**src/rtl/ascii_serial_tx.sv**
```systemverilog
// Asynchronous-frame serial transmitter: start bit, LSB-first data, optional parity, stop bit.
// Define ASCII_TX_PARITY_EN to insert an even-parity bit between the last data bit and the stop bit.
module ascii_serial_tx #(
    parameter int BIT_CYCLES = 434,
    parameter int DATA_BITS  = 8
) (
    input  logic                 clk,
    input  logic                 reset,
    input  logic [DATA_BITS-1:0] char_in,
    input  logic                 load,
    output logic                 ready,
    output logic                 dataOut,
    output logic                 tx_done,
    output logic                 overrun,
    input  logic                 clr_overrun
);

    localparam int CW = $clog2(BIT_CYCLES);
    localparam int BW = $clog2(DATA_BITS);
    localparam logic [CW-1:0] CYC_LAST = CW'(BIT_CYCLES - 1);
    localparam logic [BW-1:0] BIT_LAST = BW'(DATA_BITS - 1);

    typedef enum logic [2:0] {
        IDLE,
        START,
        DATA,
`ifdef ASCII_TX_PARITY_EN
        PARITY,
`endif
        STOP
    } state_t;

    state_t                 state_q, state_d;
    logic [CW-1:0]          cyc_q, cyc_d;
    logic [BW-1:0]          bit_q, bit_d;
    logic [DATA_BITS-1:0]   shift_q, shift_d;
    logic                   data_out_q, data_out_d;
    logic                   ready_q, ready_d;
    logic                   tx_done_q, tx_done_d;
    logic                   overrun_q, overrun_d;
`ifdef ASCII_TX_PARITY_EN
    logic                   parity_q, parity_d;
`endif

    always_ff @(posedge clk) begin
        if (reset) begin
            state_q    <= IDLE;
            cyc_q      <= '0;
            bit_q      <= '0;
            shift_q    <= '0;
            data_out_q <= 1'b1;
            ready_q    <= 1'b1;
            tx_done_q  <= 1'b0;
            overrun_q  <= 1'b0;
`ifdef ASCII_TX_PARITY_EN
            parity_q   <= 1'b0;
`endif
        end else begin
            state_q    <= state_d;
            cyc_q      <= cyc_d;
            bit_q      <= bit_d;
            shift_q    <= shift_d;
            data_out_q <= data_out_d;
            ready_q    <= ready_d;
            tx_done_q  <= tx_done_d;
            overrun_q  <= overrun_d;
`ifdef ASCII_TX_PARITY_EN
            parity_q   <= parity_d;
`endif
        end
    end

    // Outputs are registered, so each branch sets the line level for the state being entered.
    always_comb begin
        state_d    = state_q;
        cyc_d      = cyc_q;
        bit_d      = bit_q;
        shift_d    = shift_q;
        data_out_d = 1'b1;
        ready_d    = 1'b0;
        tx_done_d  = 1'b0;
`ifdef ASCII_TX_PARITY_EN
        parity_d   = parity_q;
`endif
        unique case (state_q)
            IDLE: begin
                if (load && ready_q) begin
                    shift_d    = char_in;
                    state_d    = START;
                    cyc_d      = '0;
                    data_out_d = 1'b0;
`ifdef ASCII_TX_PARITY_EN
                    parity_d   = ^char_in;
`endif
                end else begin
                    ready_d = 1'b1;
                end
            end
            START: begin
                if (cyc_q == CYC_LAST) begin
                    cyc_d      = '0;
                    bit_d      = '0;
                    state_d    = DATA;
                    data_out_d = shift_q[0];
                end else begin
                    cyc_d      = cyc_q + CW'(1);
                    data_out_d = 1'b0;
                end
            end
            DATA: begin
                if (cyc_q == CYC_LAST) begin
                    cyc_d   = '0;
                    shift_d = shift_q >> 1;
                    if (bit_q == BIT_LAST) begin
`ifdef ASCII_TX_PARITY_EN
                        state_d    = PARITY;
                        data_out_d = parity_q;
`else
                        state_d    = STOP;
                        data_out_d = 1'b1;
`endif
                    end else begin
                        bit_d      = bit_q + BW'(1);
                        data_out_d = shift_q[1];
                    end
                end else begin
                    cyc_d      = cyc_q + CW'(1);
                    data_out_d = shift_q[0];
                end
            end
`ifdef ASCII_TX_PARITY_EN
            PARITY: begin
                if (cyc_q == CYC_LAST) begin
                    cyc_d   = '0;
                    state_d = STOP;
                end else begin
                    cyc_d      = cyc_q + CW'(1);
                    data_out_d = parity_q;
                end
            end
`endif
            STOP: begin
                if (cyc_q == CYC_LAST) begin
                    cyc_d     = '0;
                    state_d   = IDLE;
                    tx_done_d = 1'b1;
                    ready_d   = 1'b1;
                end else begin
                    cyc_d = cyc_q + CW'(1);
                end
            end
            default: begin
                state_d = IDLE;
                cyc_d   = '0;
                ready_d = 1'b1;
            end
        endcase
    end

    // A busy load in the same cycle as a clear leaves the flag set.
    always_comb begin
        overrun_d = overrun_q;
        if (load && !ready_q) begin
            overrun_d = 1'b1;
        end else if (clr_overrun) begin
            overrun_d = 1'b0;
        end
    end

    assign dataOut = data_out_q;
    assign ready   = ready_q;
    assign tx_done = tx_done_q;
    assign overrun = overrun_q;

endmodule

```
**config.mk**
```make
export PLATFORM = sky130hd
export DESIGN_NAME = ascii_serial_tx
export DESIGN_NICKNAME = d
export VERILOG_FILES = /design/src/rtl/ascii_serial_tx.sv
export SDC_FILE = /design/constraint.sdc
export NUM_CORES = 1
export LEC_CHECK = 0
export CAP_MARGIN = 40
export CORE_UTILIZATION = 59
export CTS_CLUSTER_SIZE = 12
export DETAILED_ROUTE_END_ITERATION = 10
export PLACE_DENSITY = 0.89
export SLEW_MARGIN = 20
export SYNTH_ARGS = -nofsm -noshare
export SYNTH_HDL_FRONTEND = slang
export SYNTH_SLANG_ARGS = --single-unit
export TNS_END_PERCENT = 1
```
**constraint.sdc**
```tcl
create_clock -name clk -period 3.09 [get_ports clk]
set_clock_uncertainty 0.2 [all_clocks]
set_input_delay 0.309 -clock clk [delete_from_list [all_inputs] [get_ports clk]]
set_output_delay 0.309 -clock clk [all_outputs]
set_load 0.1 [all_outputs]
```
## Word level (Yosys, flattened, before mapping)

Index checks and enable logic that the tools add are counted.

- Mux-type cells: 24
- Add/sub/neg operators: 2
- Reductions and logical operators: 13
- Equal/unequal tests: 11
- Bitwise operators: 1

Operator list:

| cell | number |
|---|---|
| two-way mux 3 bit | 7 |
| two-way mux 9 bit | 2 |
| case mux 9 bit (2 select lines) | 1 |
| two-way mux 8 bit | 2 |
| case mux 8 bit (2 select lines) | 1 |
| inequality test 2 bit, second input constant | 6 |
| case mux 3 bit (4 select lines) | 1 |
| adder 9 x 1 -> 9 bit, second input constant | 1 |
| equality test 9 bit, second input constant | 1 |
| two-way mux 1 bit | 7 |
| equality test 3 x 2 -> 1 bit, second input constant | 2 |
| case mux 1 bit (3 select lines) | 2 |
| case mux 3 bit (2 select lines) | 1 |
| nonzero test 2 bit | 3 |
| AND reduction 5 bit | 1 |
| AND reduction 4 bit | 1 |
| OR reduction 2 bit | 2 |
| adder 3 x 1 -> 3 bit, second input constant | 1 |
| equality test 3 x 1 -> 1 bit, second input constant | 1 |
| equality test 3 bit, second input constant | 1 |
| logical NOT 3 bit | 1 |
| AND reduction 3 bit | 1 |
| OR reduction 3 bit | 1 |
| logical AND 1 bit | 2 |
| other kinds (2) | 2 |

- Input bits: 12
- Word-level logic and storage cells: 59
- Bits in registers: 27
- Output and inout port bits: 4

## Logic depth before layout (Yosys ltp)

- Word-level depth: 4
- Gate-level depth with buffers: 8
- Mapped depth without buffers: 6

## Worst setup path before layout

No wires, ideal clock.

- Path type: register to register
- Start: reg ready_q (netlist: ready)
- End: reg cyc_q[5]
- Library setup time: 120 ps
- Cell stages (with the launch flop): 6
- Clock period less this slack: 2268 ps
- Path slack: 822 ps
- Required time: 2770 ps
- Buffers on the path: 1
- Data arrival time: 1947 ps
- Cells stage by stage: dfxtp_1 -> a21boi_0 -> buf_2 -> nor4b_1 -> xnor2_1 -> nor2_1

- Cells in the longest elaborated chain, start to end: 2

Ends and longest elaborated chain:

| what | line | RTL |
|---|---|---|
| start, declared | 38 | `logic ready_q, ready_d;` |
| start signal, assigned | 64 | `ready_q <= ready_d;` |
| logical AND 1 bit | 87 | `if (load && ready_q) begin` |
| inequality test 2 bit (no line) | -- |  |
| end signal, assigned | 60 | `cyc_q <= cyc_d;` |
| end, declared | 34 | `logic [CW-1:0] cyc_q, cyc_d;` |

No other way between the ends.
A chain may end at the register's enable or synchronous reset.

## Worst setup path in the final report

- Start: reg state_q[0]
- End: reg shift_q[1]

- Cells in the longest elaborated chain, start to end: 3
- Elaborated cells between the ends (all ways): 7
- Classes of those cells: eq/ne (3); mux (1); reduce/logical (3)

Ends and longest elaborated chain:

| what | line | RTL |
|---|---|---|
| start, declared | 33 | `state_t state_q, state_d;` |
| start signal, assigned | 59 | `state_q <= state_d;` |
| equality test 3 x 2 -> 1 bit / logical NOT 3 bit (equally long branches) | 85 | `unique case (state_q)` |
| inequality test 2 bit (no line) / nonzero test 2 bit (equally long branches) | -- |  |
| AND reduction 3 bit (no line) | -- |  |
| end signal, assigned | 62 | `shift_q <= shift_d;` |
| end, declared | 36 | `logic [DATA_BITS-1:0] shift_q, shift_d;` |

Several ways; a longest one is shown, not always the timed one.

==> metrics.md <==
| Metric | Value |
|---|---|
| Mapped Avg Cell Area | `9.283 µm²` |
| Final worst slack | `509.4 ps` |
| Num rows | `17` |
| HPWL Detailed | `1981 µm` |
| Initial antenna violation count | `0` |
| Synthesis-stage register bit count | `26` |
| Synth area leaders | `dfxtp_1 38%, ha_1 9.1%, mux2i_1 7.3%` |
| CTS clock-pin slew for the worst setup and hold paths | `140 ps` |
| Max Cap Viol | `0` |
| Num CTS Buffers | `3` |
| Die width | `50.26 µm` |
| Met2 routed WL | `1259 µm` |
| Mapped Nets | `170` |
| Fraction of layout cells with a size suffix above 1 | `9.317%` |
| First-pass GRT wire length | `4464 µm` |
| Sink Count | `26` |
| Yosys warning total | `0` |
| CP endpoint kind | `register` |
| DR WL/cell | `14.34 µm` |
| Vias/cell | `5.799` |
| Post CTS Setup Buffer Count | `0` |
| Post-synthesis adder-cell area fraction | `9.107%` |
| Post-synth top area cell | `dfxtp_1` |
| Critical path launch point | `state_q[0]` |
| Hold WS | `275.9 ps` |
| Post-synth top area share | `37.89%` |
| TritonCTS clock tree | `done` |
| Clk_lat worst skew | `320 ps` |
| Area grow syn2layout | `13.02%` |
| Pins over their slew limit | `0` |
| Fmax | `387.5 MHz` |
| Setup TNS Final | `0 ps` |
| Routed Antenna Nets | `0` |
| Die H | `50.26 µm` |
| Worst path required time | `3080 ps` |
| Global Route Usage Sum | `23.40%` |
| Unrepaired setup endpoints after global routing | `false` |
| PD cells | `774.9 nW/µm²` |
| Routed length on met3 | `119 µm` |
| Simple-Gate Fraction of Synth Area | `21.22%` |
| RD Place Congestion | `0.8970` |
| # nets final | `185` |
| Final WL | `2710 µm` |
| 1st-iter DRT viols | `16` |
| Crit path DAT | `2570 ps` |
| Distinct cells, synth | `36` |
| Core Area | `2212 µm²` |
| Sequential area share after synthesis | `37.89%` |
| I/O Buffers | `15` |
| Setup WS pre-CTS | `591.3 ps` |
| CTS root buf | `clkbuf_4` |
| Complex-gate fraction of the synthesized area | `16.39%` |
| EDFF count, synth | `0` |
| CP startpoint kind | `register` |
| Die Area | `2526 µm²` |
| Worst-Margin Slew | `733.3 ps` |
| Pleak | `0.5680 nW` |
| Vias in the first global route | `1053` |
| Crit-path max FO | `19` |
| Worst slew margin | `51.11%` |
| Drt first pass iters | `4` |
| Largest family of logic cells by synthesized area | `simple AND/OR/NAND/NOR gates` |
| Outcome | `completed` |
| CTS Hold Bufs | `0` |
| Worst min path class | `register to register` |
| Commonest non-fill, non-tap cell in the layout | `dfxtp_1` |
| CTS H-Tree Depth | `1` |
| Vias after detailed routing | `1096` |
| Min-delay src | `overrun` |
| Clock buffer depth | `2` |
| R2R Path Start | `state_q[0]` |
| VDD IR-drop max | `0.0006125 V` |
| Initial Utilization | `62.10%` |
| Most frequent cells in the layout | `26 x dfxtp_1, 18 x nor2_1, 11 x clkdlybuf4s50_1` |
| Synthesized area | `1374 µm²` |
| Final routed DRC violation total | `0` |
| Post-synthesis mux area share | `7.286%` |
| Final setup vio count | `0` |
| Total global routing overflow | `0` |
| Hold Vio Cnt, Final | `0` |
| WL met1 | `1288 µm` |
| Worst Path Class, Setup | `register to register` |
| Top FF cell, synth | `dfxtp_1` |
| Max layer used | `met4` |
| I/O pin total | `16` |
| Final Critical Period | `2581 ps` |
| Diodes inserted | `0` |
| Fraction of registers with async set/reset | `0%` |
| XOR/XNOR Fraction of Synth Area | `5.100%` |
| Period utilization | `83.51%` |
| Post-Syn Instances | `148` |
| Resized cells post-CTS | `0` |
| Largest net degree at the start of global routing | `21` |
[critical path, stage by stage (launching register included)]
cell and delay (ps):
dfxtp_1 370, inv_1 150, ha_1 660, nor2_1 190, nor2_1 420, and2_1 330, a211oi_1 130
[where the power goes]
group / switching (mW) / internal [mW]
clock network: 0.0977 / 0.0457
registers: 0.0625 / 0.418
logic: 0.357 / 0.223
[final cells by class]
type,instances,area (µm²)
inverter,4,15.01
multi-input combinational,112,812.0
timing repair buffer,16,147.6
sequential,26,520.5
tap,28,35.03
fill,186,659.4
clock buffer,3,22.52
[final timing paths]
kind,cells past startpoint,to,slack [ps]
hold reg to reg,2,overrun,280
setup / recovery,6,shift_q[1],510
setup reg to reg,6,shift_q[1],510
hold / removal,2,overrun,280
[cells in the mapped netlist (2+ instances only)]
library cell,n
dfxtp_1,26
nor2_1,18
ha_1,10
mux2i_1,10
a21oi_1,9
nand2_1,9
a211oi_1,7
nand2b_1,6
xnor2_1,6
and2_1,4
inv_1,4
o21ai_0,4
buf_2,3
nand3_1,3
a21boi_0,2
a21o_1,2
clkbuf_1,2
nor3_1,2
nor4_1,2
nor4b_1,2
xor2_1,2
[state kept, by name (all words and copies together) (netlist names)]
signal,count
state_q,2
cyc_q,9
ready,1
tx_done,1
bit_q,3
shift_q,8
overrun,1
dataOut,1
[layer usage]
| layer | vias up | GRT usage [%] |
|---|---|---|
| li1 | 549 | - |
| met1 | 509 | 29.89 |
| met2 | 30 | 37.78 |
| met3 | 8 | 4.242 |
| met4 | 0 | 10.95 |
| met5 | - | 0 |
[per-stage QoR]
stage                     power [mW]  util (%)  instance area [µm²]  cells
after global routing           1.277     70.19                 1553    189
after detailed placement       1.052     69.17                 1530    186
after global placement         1.032     69.17                 1530    186
after CTS                      1.201     70.19                 1553    189
after floorplan               0.9333         -                 1374    148
final                          1.203     70.19                 1553    189
[cell families (layout without fill, tap and decap cells)]
| group | after synthesis | count (layout) |
|---|---|---|
| flops | 26 | 26 |
| mux | 10 | 10 |
| simple gates | 52 | 52 |
| compound gates | 32 | 32 |
| xor+xnor | 8 | 8 |
| fa+ha+maj | 10 | 10 |
| buf+inv | 10 | 23 |
Power figures use the tool's default switching activity.
